`src/rtl/ex_mem_pipe_reg_pkg.sv`:
```
// Shared constants for the EX->MEM pipeline register: holding-FSM state codes
// and the layout of the packed payload vector (MSB..LSB: pc|zero|alu|rd2|ctrl|rd).
package ex_mem_pkg;

  localparam logic [1:0] ST_EMPTY = 2'd0;
  localparam logic [1:0] ST_BUSY  = 2'd1;
  localparam logic [1:0] ST_FULL  = 2'd2;

  function automatic int unsigned payload_w(input int unsigned pc_w, input int unsigned data_w,
                                            input int unsigned ctrl_w, input int unsigned reg_w);
    return pc_w + 1 + 2 * data_w + ctrl_w + reg_w;
  endfunction

  function automatic int unsigned off_ctrl(input int unsigned reg_w);
    return reg_w;
  endfunction

  function automatic int unsigned off_rd2(input int unsigned ctrl_w, input int unsigned reg_w);
    return ctrl_w + reg_w;
  endfunction

  function automatic int unsigned off_alu(input int unsigned data_w, input int unsigned ctrl_w,
                                          input int unsigned reg_w);
    return data_w + ctrl_w + reg_w;
  endfunction

  function automatic int unsigned off_zero(input int unsigned data_w, input int unsigned ctrl_w,
                                           input int unsigned reg_w);
    return 2 * data_w + ctrl_w + reg_w;
  endfunction

  function automatic int unsigned off_pc(input int unsigned data_w, input int unsigned ctrl_w,
                                         input int unsigned reg_w);
    return 2 * data_w + ctrl_w + reg_w + 1;
  endfunction

endpackage

```
`src/rtl/ex_mem_pipe_reg_if.sv`:
```
// Valid/ready beat bus carrying one EX->MEM payload; master drives the beat, slave returns ready.
interface ex_mem_pipe_reg_if #(
  parameter int unsigned PC_W   = 32,
  parameter int unsigned DATA_W = 32,
  parameter int unsigned CTRL_W = 8,
  parameter int unsigned REG_W  = 5
);
  logic              valid;
  logic              ready;
  logic [PC_W-1:0]   pc_next;
  logic              zero;
  logic [DATA_W-1:0] alu_result;
  logic [DATA_W-1:0] rd2;
  logic [CTRL_W-1:0] ctrl;
  logic [REG_W-1:0]  rd_addr;

  modport master (output valid, pc_next, zero, alu_result, rd2, ctrl, rd_addr, input ready);
  modport slave  (input valid, pc_next, zero, alu_result, rd2, ctrl, rd_addr, output ready);
endinterface

```
`src/rtl/ex_mem_pipe_reg_pipe_skid_buf.sv`:
```
// Generic valid/ready holding register: main entry plus optional skid entry, with flush.
module pipe_skid_buf
  import ex_mem_pkg::*;
#(
  parameter int unsigned W       = 8,
  parameter bit          SKID_EN = 1'b1
) (
  input  logic         clk,
  input  logic         rst_n,
  input  logic         flush_i,
  input  logic         in_valid_i,
  output logic         in_ready_o,
  input  logic [W-1:0] in_data_i,
  output logic         out_valid_o,
  input  logic         out_ready_i,
  output logic [W-1:0] out_data_o
);

  logic [1:0]   state_q, state_d;
  logic [W-1:0] main_q, main_d;
  logic [W-1:0] skid_q, skid_d;
  logic         accept, issue;

  assign out_valid_o = (state_q != ST_EMPTY);
  assign out_data_o  = main_q;
  assign accept      = in_valid_i && in_ready_o;
  assign issue       = out_valid_o && out_ready_i;

  always_comb begin
    state_d = state_q;
    main_d  = main_q;
    skid_d  = skid_q;
    // Flush only empties the FSM; payload flops deliberately keep stale data.
    if (flush_i) begin
      state_d = ST_EMPTY;
    end else begin
      case (state_q)
        ST_EMPTY: if (accept) begin
          state_d = ST_BUSY;
          main_d  = in_data_i;
        end
        ST_BUSY: begin
          if (accept && issue) begin
            main_d = in_data_i;
          end else if (accept && SKID_EN) begin
            state_d = ST_FULL;
            skid_d  = in_data_i;
          end else if (issue) begin
            state_d = ST_EMPTY;
          end
        end
        ST_FULL: if (issue) begin
          state_d = ST_BUSY;
          main_d  = skid_q;
        end
        default: state_d = ST_EMPTY;
      endcase
    end
  end

  always_ff @(posedge clk or negedge rst_n) begin
    if (!rst_n) begin
      state_q <= ST_EMPTY;
      main_q  <= '0;
      skid_q  <= '0;
    end else begin
      state_q <= state_d;
      main_q  <= main_d;
      skid_q  <= skid_d;
    end
  end

  generate
    if (SKID_EN) begin : g_skid
      // Ready is taken from next state so it is a flop yet tracks FULL with no extra lag.
      logic rdy_q;
      always_ff @(posedge clk or negedge rst_n) begin
        if (!rst_n) rdy_q <= 1'b1;
        else        rdy_q <= (state_d != ST_FULL);
      end
      assign in_ready_o = rdy_q;
    end else begin : g_comb
      assign in_ready_o = !out_valid_o || out_ready_i;
    end
  endgenerate

endmodule

```
`src/rtl/ex_mem_pipe_reg.sv`:
```
// EX->MEM pipeline register: packs the EX beat, buffers it with valid/ready flow
// control, and counts cycles in which MEM stalls a held beat.
module ex_mem_pipe_reg
  import ex_mem_pkg::*;
#(
  parameter int unsigned PC_W    = 32,
  parameter int unsigned DATA_W  = 32,
  parameter int unsigned CTRL_W  = 8,
  parameter int unsigned REG_W   = 5,
  parameter bit          SKID_EN = 1'b1,
  parameter int unsigned CNT_W   = 16
) (
  input  logic               clk,
  input  logic               rst_n,
  input  logic               flush,
  ex_mem_pipe_reg_if.slave   ex,
  ex_mem_pipe_reg_if.master  mem,
  output logic [CNT_W-1:0]   stall_cnt
);

  localparam int unsigned PW     = payload_w(PC_W, DATA_W, CTRL_W, REG_W);
  localparam int unsigned O_CTRL = off_ctrl(REG_W);
  localparam int unsigned O_RD2  = off_rd2(CTRL_W, REG_W);
  localparam int unsigned O_ALU  = off_alu(DATA_W, CTRL_W, REG_W);
  localparam int unsigned O_ZERO = off_zero(DATA_W, CTRL_W, REG_W);
  localparam int unsigned O_PC   = off_pc(DATA_W, CTRL_W, REG_W);

  logic [PW-1:0]    in_data, out_data;
  logic             ex_ready_w, mem_valid_w;
  logic [CNT_W-1:0] stall_q, stall_d;

  assign in_data = {ex.pc_next, ex.zero, ex.alu_result, ex.rd2, ex.ctrl, ex.rd_addr};

  pipe_skid_buf #(
    .W       (PW),
    .SKID_EN (SKID_EN)
  ) u_buf (
    .clk         (clk),
    .rst_n       (rst_n),
    .flush_i     (flush),
    .in_valid_i  (ex.valid),
    .in_ready_o  (ex_ready_w),
    .in_data_i   (in_data),
    .out_valid_o (mem_valid_w),
    .out_ready_i (mem.ready),
    .out_data_o  (out_data)
  );

  assign ex.ready       = ex_ready_w;
  assign mem.valid      = mem_valid_w;
  assign mem.rd_addr    = out_data[REG_W-1:0];
  assign mem.ctrl       = out_data[O_CTRL +: CTRL_W];
  assign mem.rd2        = out_data[O_RD2 +: DATA_W];
  assign mem.alu_result = out_data[O_ALU +: DATA_W];
  assign mem.zero       = out_data[O_ZERO];
  assign mem.pc_next    = out_data[O_PC +: PC_W];

  // Saturating; flush does not clear it.
  always_comb begin
    stall_d = stall_q;
    if (mem_valid_w && !mem.ready && (stall_q != '1)) stall_d = stall_q + CNT_W'(1);
  end

  always_ff @(posedge clk or negedge rst_n) begin
    if (!rst_n) stall_q <= '0;
    else        stall_q <= stall_d;
  end

  assign stall_cnt = stall_q;

endmodule

```
`src/flat_wrapper.sv`:
```
// flat-port wrapper written by rule: the top's interface ports become plain ports
module ex_mem_pipe_reg_flat import ex_mem_pkg::*;
#(
  parameter int unsigned PC_W    = 32,
  parameter int unsigned DATA_W  = 32,
  parameter int unsigned CTRL_W  = 8,
  parameter int unsigned REG_W   = 5,
  parameter bit          SKID_EN = 1'b1,
  parameter int unsigned CNT_W   = 16
)
  (clk, rst_n, flush, stall_cnt, ex_valid, ex_pc_next, ex_zero, ex_alu_result, ex_rd2, ex_ctrl, ex_rd_addr, ex_ready, mem_valid, mem_pc_next, mem_zero, mem_alu_result, mem_rd2, mem_ctrl, mem_rd_addr, mem_ready);
  ex_mem_pipe_reg_if #(.PC_W(PC_W), .DATA_W(DATA_W), .CTRL_W(CTRL_W), .REG_W(REG_W)) ex_i ();
  ex_mem_pipe_reg_if #(.PC_W(PC_W), .DATA_W(DATA_W), .CTRL_W(CTRL_W), .REG_W(REG_W)) mem_i ();
  input  logic clk;
  input  logic rst_n;
  input  logic flush;
  output logic [CNT_W-1:0] stall_cnt;
  input wire logic [$bits(ex_i.valid)-1:0] ex_valid;
  input wire logic [$bits(ex_i.pc_next)-1:0] ex_pc_next;
  input wire logic [$bits(ex_i.zero)-1:0] ex_zero;
  input wire logic [$bits(ex_i.alu_result)-1:0] ex_alu_result;
  input wire logic [$bits(ex_i.rd2)-1:0] ex_rd2;
  input wire logic [$bits(ex_i.ctrl)-1:0] ex_ctrl;
  input wire logic [$bits(ex_i.rd_addr)-1:0] ex_rd_addr;
  output wire logic [$bits(ex_i.ready)-1:0] ex_ready;
  output wire logic [$bits(mem_i.valid)-1:0] mem_valid;
  output wire logic [$bits(mem_i.pc_next)-1:0] mem_pc_next;
  output wire logic [$bits(mem_i.zero)-1:0] mem_zero;
  output wire logic [$bits(mem_i.alu_result)-1:0] mem_alu_result;
  output wire logic [$bits(mem_i.rd2)-1:0] mem_rd2;
  output wire logic [$bits(mem_i.ctrl)-1:0] mem_ctrl;
  output wire logic [$bits(mem_i.rd_addr)-1:0] mem_rd_addr;
  input wire logic [$bits(mem_i.ready)-1:0] mem_ready;
  assign ex_i.valid = ex_valid;
  assign ex_i.pc_next = ex_pc_next;
  assign ex_i.zero = ex_zero;
  assign ex_i.alu_result = ex_alu_result;
  assign ex_i.rd2 = ex_rd2;
  assign ex_i.ctrl = ex_ctrl;
  assign ex_i.rd_addr = ex_rd_addr;
  assign ex_ready = ex_i.ready;
  assign mem_valid = mem_i.valid;
  assign mem_pc_next = mem_i.pc_next;
  assign mem_zero = mem_i.zero;
  assign mem_alu_result = mem_i.alu_result;
  assign mem_rd2 = mem_i.rd2;
  assign mem_ctrl = mem_i.ctrl;
  assign mem_rd_addr = mem_i.rd_addr;
  assign mem_i.ready = mem_ready;
  ex_mem_pipe_reg #(.PC_W(PC_W), .DATA_W(DATA_W), .CTRL_W(CTRL_W), .REG_W(REG_W), .SKID_EN(SKID_EN), .CNT_W(CNT_W)) u_core (.clk(clk), .rst_n(rst_n), .flush(flush), .ex(ex_i), .mem(mem_i), .stall_cnt(stall_cnt));
endmodule
```
`config.mk`:
```
export PLATFORM = sky130hd
export DESIGN_NAME = ex_mem_pipe_reg_flat
export DESIGN_NICKNAME = d
export VERILOG_FILES = /design/src/rtl/ex_mem_pipe_reg_pkg.sv /design/src/rtl/ex_mem_pipe_reg_if.sv /design/src/rtl/ex_mem_pipe_reg_pipe_skid_buf.sv /design/src/rtl/ex_mem_pipe_reg.sv /design/src/flat_wrapper.sv
export SDC_FILE = /design/constraint.sdc
export NUM_CORES = 1
export LEC_CHECK = 0
export CORE_UTILIZATION = 54
export CTS_BUF_LIST = sky130_fd_sc_hd__clkbuf_16
export DETAILED_ROUTE_END_ITERATION = 16
export GPL_ROUTABILITY_DRIVEN = 0
export PLACE_DENSITY = 0.86
export REMOVE_ABC_BUFFERS = 1
export SETUP_SLACK_MARGIN = 0.1
export SLEW_MARGIN = 5
export SYNTH_ARGS = -nofsm -noshare
export SYNTH_HDL_FRONTEND = slang
export SYNTH_SLANG_ARGS = --single-unit
```
`constraint.sdc`:
```
create_clock -name clk -period 4.9 [get_ports clk]
set_input_delay 0.735 -clock clk [delete_from_list [all_inputs] [get_ports clk]]
set_output_delay 0.735 -clock clk [all_outputs]
set_load 0.01 [all_outputs]
```
==> Implementation_results.wiki <==
{| class="wikitable"
! Metric !! Value
|-
| Fraction of synthesized cell area in xor and xnor cells || 0.01155
|-
| Count of antenna diodes in the layout || 0
|-
| Initial DRC Count || 207
|-
| CTS Buf Count || 25
|-
| Post-CTS Repair Setup Buffers || 0
|-
| Number of flops mapped to enable cells by yosys || 0
|-
| Count of final setup violators || 0
|-
| Count of TritonRoute iterations in the first routing pass || 4
|-
| Critical Path Slowest Stage Cell || sky130_fd_sc_hd__nor2b_4
|-
| Register-to-register path setup slack || 2.34 ns
|-
| Floorplan row count || 50
|-
| Endpoint arrival time on the critical path || 2.94 ns
|-
| Area of the die || 20230 µm²
|-
| Slew of the pin with the lowest slew margin || 0.8837 ns
|-
| Clock insertion delay at the later pin of the skew report || 0.51 ns
|-
| Share of the clock period used by the worst path || 0.5220
|-
| Maximum single-stage delay on the critical path || 0.73 ns
|-
| Synthesized cell area || 10620 µm²
|-
| Final max-slew violation count || 0
|-
| Sequential element share of the synthesized area || 0.5633
|-
| Leakage component of the power || 5.957 nW
|-
| Layout cell share with drive strength beyond 1 || 0.3049
|-
| Synth cell types || 41
|-
| Count of input and output buffers || 242
|-
| Number of sinks handled by clock tree synthesis || 239
|-
| Worst slew slack as a fraction of its limit || 0.4108
|-
| Total GRT Usage || 0.2197
|-
| Type of the tightest min-delay check || in -> async
|-
| Number of global-route vias before repair || 7002
|-
| Count of final hold-check violations || 0
|-
| Top cell type's share of synthesized area || 0.5608
|-
| End of the worst register-to-register path || u_core.u_buf.out_data_o[32]$_DFFE_PN0P_
|-
| Arithmetic-cell share of the synthesized area counting full adders, half adders and majority gates || 0.001178
|-
| Clock tree from TritonCTS || built
|-
| Estimated wirelength of the detail-placed design || 14120 µm
|-
| Avg Vias per Cell || 5.306
|-
| Final worst clock skew || 0.009827 ns
|-
| Register bit count reported by yosys || 239
|-
| Buffers and inverters on the worst path || 1
|-
| Initial Utilization || 0.5584
|-
| Routed via count || 6356
|-
| CP Data Required Time || 5.28 ns
|-
| CP Capture Type || flop
|-
| Switching part of the total || 0.2533
|-
| Post-CTS Hold Buffers || 0
|-
| Power density cells || 425.1 nW/µm²
|-
| Filler Cell Count || 1279
|-
| Remaining number of nets flagged by the antenna check after routing || 0
|-
| Status || finished clean
|-
| Area fraction in and, or, nand and nor cells after synthesis || 0.03169
|-
| Largest net degree at the start of global routing || 117
|-
| Multiplexer fraction of the synthesized cell area || 0.3523
|-
| Flip-flop cell with the highest count after synthesis || sky130_fd_sc_hd__dfrtp_1
|-
| Initial antenna violation count || 0
|-
| Start of the worst register-to-register path || u_core.u_buf.state_q[1]$_DFF_PN0_
|-
| Clock tree buffer depth || 3
|-
| Synth area leader || sky130_fd_sc_hd__dfrtp_1
|-
| Net Sw Power || 1.499 mW
|-
| Main combinational cell family by area after synthesis || multiplexers
|-
| RSZ-0062 raised after global routing || false
|-
| H-tree level count || 1
|-
| Fmax || 0.3909 GHz
|-
| Max Cap Violations || 0
|-
| Combinational fraction of design power || 0.227
|-
| Fraction of the mapped netlist area in compound gates || 0.004948
|-
| Die span in x || 142.2 µm
|-
| Remaining global-route overflow || 0
|-
| Clock input transition at the sequential cells of the worst setup and hold paths || 0.06 ns
|-
| First-pass GRT wire length || 35350 µm
|-
| Maximum fanout encountered on the critical timing path || 33
|-
| Die height || 142.2 µm
|-
| Critical-path cell list || nor2b_4, buf_4, mux2_2, mux2_1
|-
| Post-route worst hold slack || 0.2905 ns
|-
| Proportion of power drawn by flip-flops and latches || 0.465
|-
| Clock power share || 0.308
|-
| Total wirelength of the detailed-routed design || 21630 µm
|-
| Nature of the critical path startpoint || flop
|-
| P&R area growth vs syn || 31.04%
|-
| Number of instances in the synthesized netlist || 678
|-
| Cell type group with the largest total delay on the critical path || simple AND/OR/NAND/NOR gates
|-
| Synth async-reset ratio || 1.000
|-
| Root Driver || sky130_fd_sc_hd__clkbuf_16
|-
| Worst Setup Path Type || reg -> reg
|-
| Floorplan core area || 19020 µm²
|-
| Average routed wire per standard cell || 18.06 µm
|-
| Cell depth of the worst flop-to-flop path || 4
|-
| Yosys warns || 0
|-
| Top area cells in the synthesized netlist || sky130_fd_sc_hd__dfrtp_1, sky130_fd_sc_hd__mux2_2, sky130_fd_sc_hd__mux2_1
|-
| DRC violations left || 0
|-
| Internal portion of total power || 4.418 mW
|-
| Post-synthesis area per instance || 15.66 µm²
|-
| Number of cells upsized or downsized after cts || 0
|-
| Fin crit period || 2.558 ns
|-
| I/O pin count || 243
|-
| Final nets || 1036
|-
| Setup_tns || 0 ns
|-
| VDD IR max || 0.0003186 V
|}
## synthesized netlist by cell type, types with 2 or more instances
cell type	n
sky130_fd_sc_hd__and3_1	3
sky130_fd_sc_hd__and4_1	2
sky130_fd_sc_hd__nand2_1	7
sky130_fd_sc_hd__mux2_2	230
sky130_fd_sc_hd__o31ai_1	2
sky130_fd_sc_hd__buf_4	4
sky130_fd_sc_hd__mux2_1	100
sky130_fd_sc_hd__and3b_1	2
sky130_fd_sc_hd__a21oi_1	2
sky130_fd_sc_hd__nand3_1	4
sky130_fd_sc_hd__dfrtp_1	238
sky130_fd_sc_hd__buf_2	4
sky130_fd_sc_hd__buf_6	28
sky130_fd_sc_hd__nand4_1	3
sky130_fd_sc_hd__xor2_1	14
sky130_fd_sc_hd__nor2_1	2
sky130_fd_sc_hd__nor4_1	3
sky130_fd_sc_hd__nor3_1	7
## how the worst max path moves through the flow
stage | from | to | depth (start not counted)
after floorplan | mem_ready | u_core.u_buf.skid_q[0]$_DFFE_PN0P_ | 3
after global placement | mem_ready | u_core.u_buf.skid_q[47]$_DFFE_PN0P_ | 5
after detailed placement | mem_ready | u_core.u_buf.skid_q[77]$_DFFE_PN0P_ | 5
after CTS | u_core.u_buf.state_q[1]$_DFF_PN0_ | u_core.u_buf.out_data_o[44]$_DFFE_PN0P_ | 4
after global routing | u_core.u_buf.state_q[1]$_DFF_PN0_ | u_core.u_buf.out_data_o[97]$_DFFE_PN0P_ | 4
final | u_core.u_buf.state_q[1]$_DFF_PN0_ | u_core.u_buf.out_data_o[32]$_DFFE_PN0P_ | 4
## per-stage QoR
stage          instance area (µm²)  total power, mW    util  setup WS, ns  instances
2_1_floorplan                10250            3.365       -        0.2692        641
3_3_place_gp                 13120            4.062  0.6901         2.224       1153
3_5_place_dp                 13120            4.133  0.6901         2.180       1153
4_1_cts                      13920            5.983  0.7318         2.306       1198
5_1_grt                      13920            6.211  0.7318         2.201       1198
6_report                     13920            5.917  0.7318         2.342       1198
## metal layers
layer | vias to the layer above | share of wire | GRT usage
li1 | 2937 | - | -
met1 | 3200 | 0.42 | 0.2809
met2 | 184 | 0.48 | 0.3710
met3 | 35 | 0.077 | 0.06023
met4 | 0 | 0.019 | 0.05320
met5 | - | 0 | 0
## cell type report
class	count	area [µm²]	share of cell area
Sequential cell	239	5982	0.4298
Multi-Input combinational cell	401	4273	0.3070
Timing Repair Buffer	252	2540	0.1825
Clock inverter	20	167.7	0.01205
Tap cell	260	325.3	0.02337
Clock buffer	25	625.6	0.04495
Inverter	1	3.754	0.0002697
## cell families after synthesis
| group | count (synthesis) |
|---|---|
| AOI/OAI and AO/OA | 7 |
| xor gates and xnor gates | 14 |
| adders and majority gates | 1 |
| buffers and inverters | 38 |
| DFF | 239 |
| muxes | 332 |
| and+or+nand+nor | 47 |
## cells in the final DEF (no fill, tap or decap), types with 2 or more instances in the layout
master and instances:
sky130_fd_sc_hd__and3b_1 2, sky130_fd_sc_hd__clkinv_1 8, sky130_fd_sc_hd__nand3_1 4, sky130_fd_sc_hd__bufinv_16 3
sky130_fd_sc_hd__dfrtp_1 238, sky130_fd_sc_hd__nor2_1 2, sky130_fd_sc_hd__xor2_1 14, sky130_fd_sc_hd__clkbuf_16 25
sky130_fd_sc_hd__a21oi_1 2, sky130_fd_sc_hd__buf_4 7, sky130_fd_sc_hd__mux2_1 100, sky130_fd_sc_hd__o31ai_1 2
sky130_fd_sc_hd__nand2_1 7, sky130_fd_sc_hd__nor3_1 7, sky130_fd_sc_hd__buf_12 3, sky130_fd_sc_hd__mux2_2 230
sky130_fd_sc_hd__nor4_1 3, sky130_fd_sc_hd__and4_1 2, sky130_fd_sc_hd__clkdlybuf4s50_1 241, sky130_fd_sc_hd__and3_1 3
sky130_fd_sc_hd__nand4_1 3, sky130_fd_sc_hd__clkinv_2 3, sky130_fd_sc_hd__inv_1 5
## power groups by stage
stage	combinational, mW	clock (mW)	sequential (mW)
final	1.34	1.82	2.75
after global routing	1.45	1.95	2.81
after CTS	1.37	1.87	2.75
after detailed placement	1.36	0	2.78
after global placement	1.32	0	2.75
after floorplan	0.542	0	2.82
## worst reg2reg max path, delay by kind of cell (launching register included)
kind | cells | cell delay (ns)
buffers and inverters | 1 | 0.53
flip-flops | 1 | 0.48
multiplexers | 2 | 0.69
AND/OR/NAND/NOR | 1 | 0.73
## state kept, by name, indices dropped and copies added (netlist names)
register	count
u_core.u_buf.out_data_o	110
u_core.u_buf.skid_q	110
u_core.stall_cnt	16
u_core.u_buf.state_q	2
u_core.u_buf.in_ready_o	1
(Power assumes the default switching activity.)
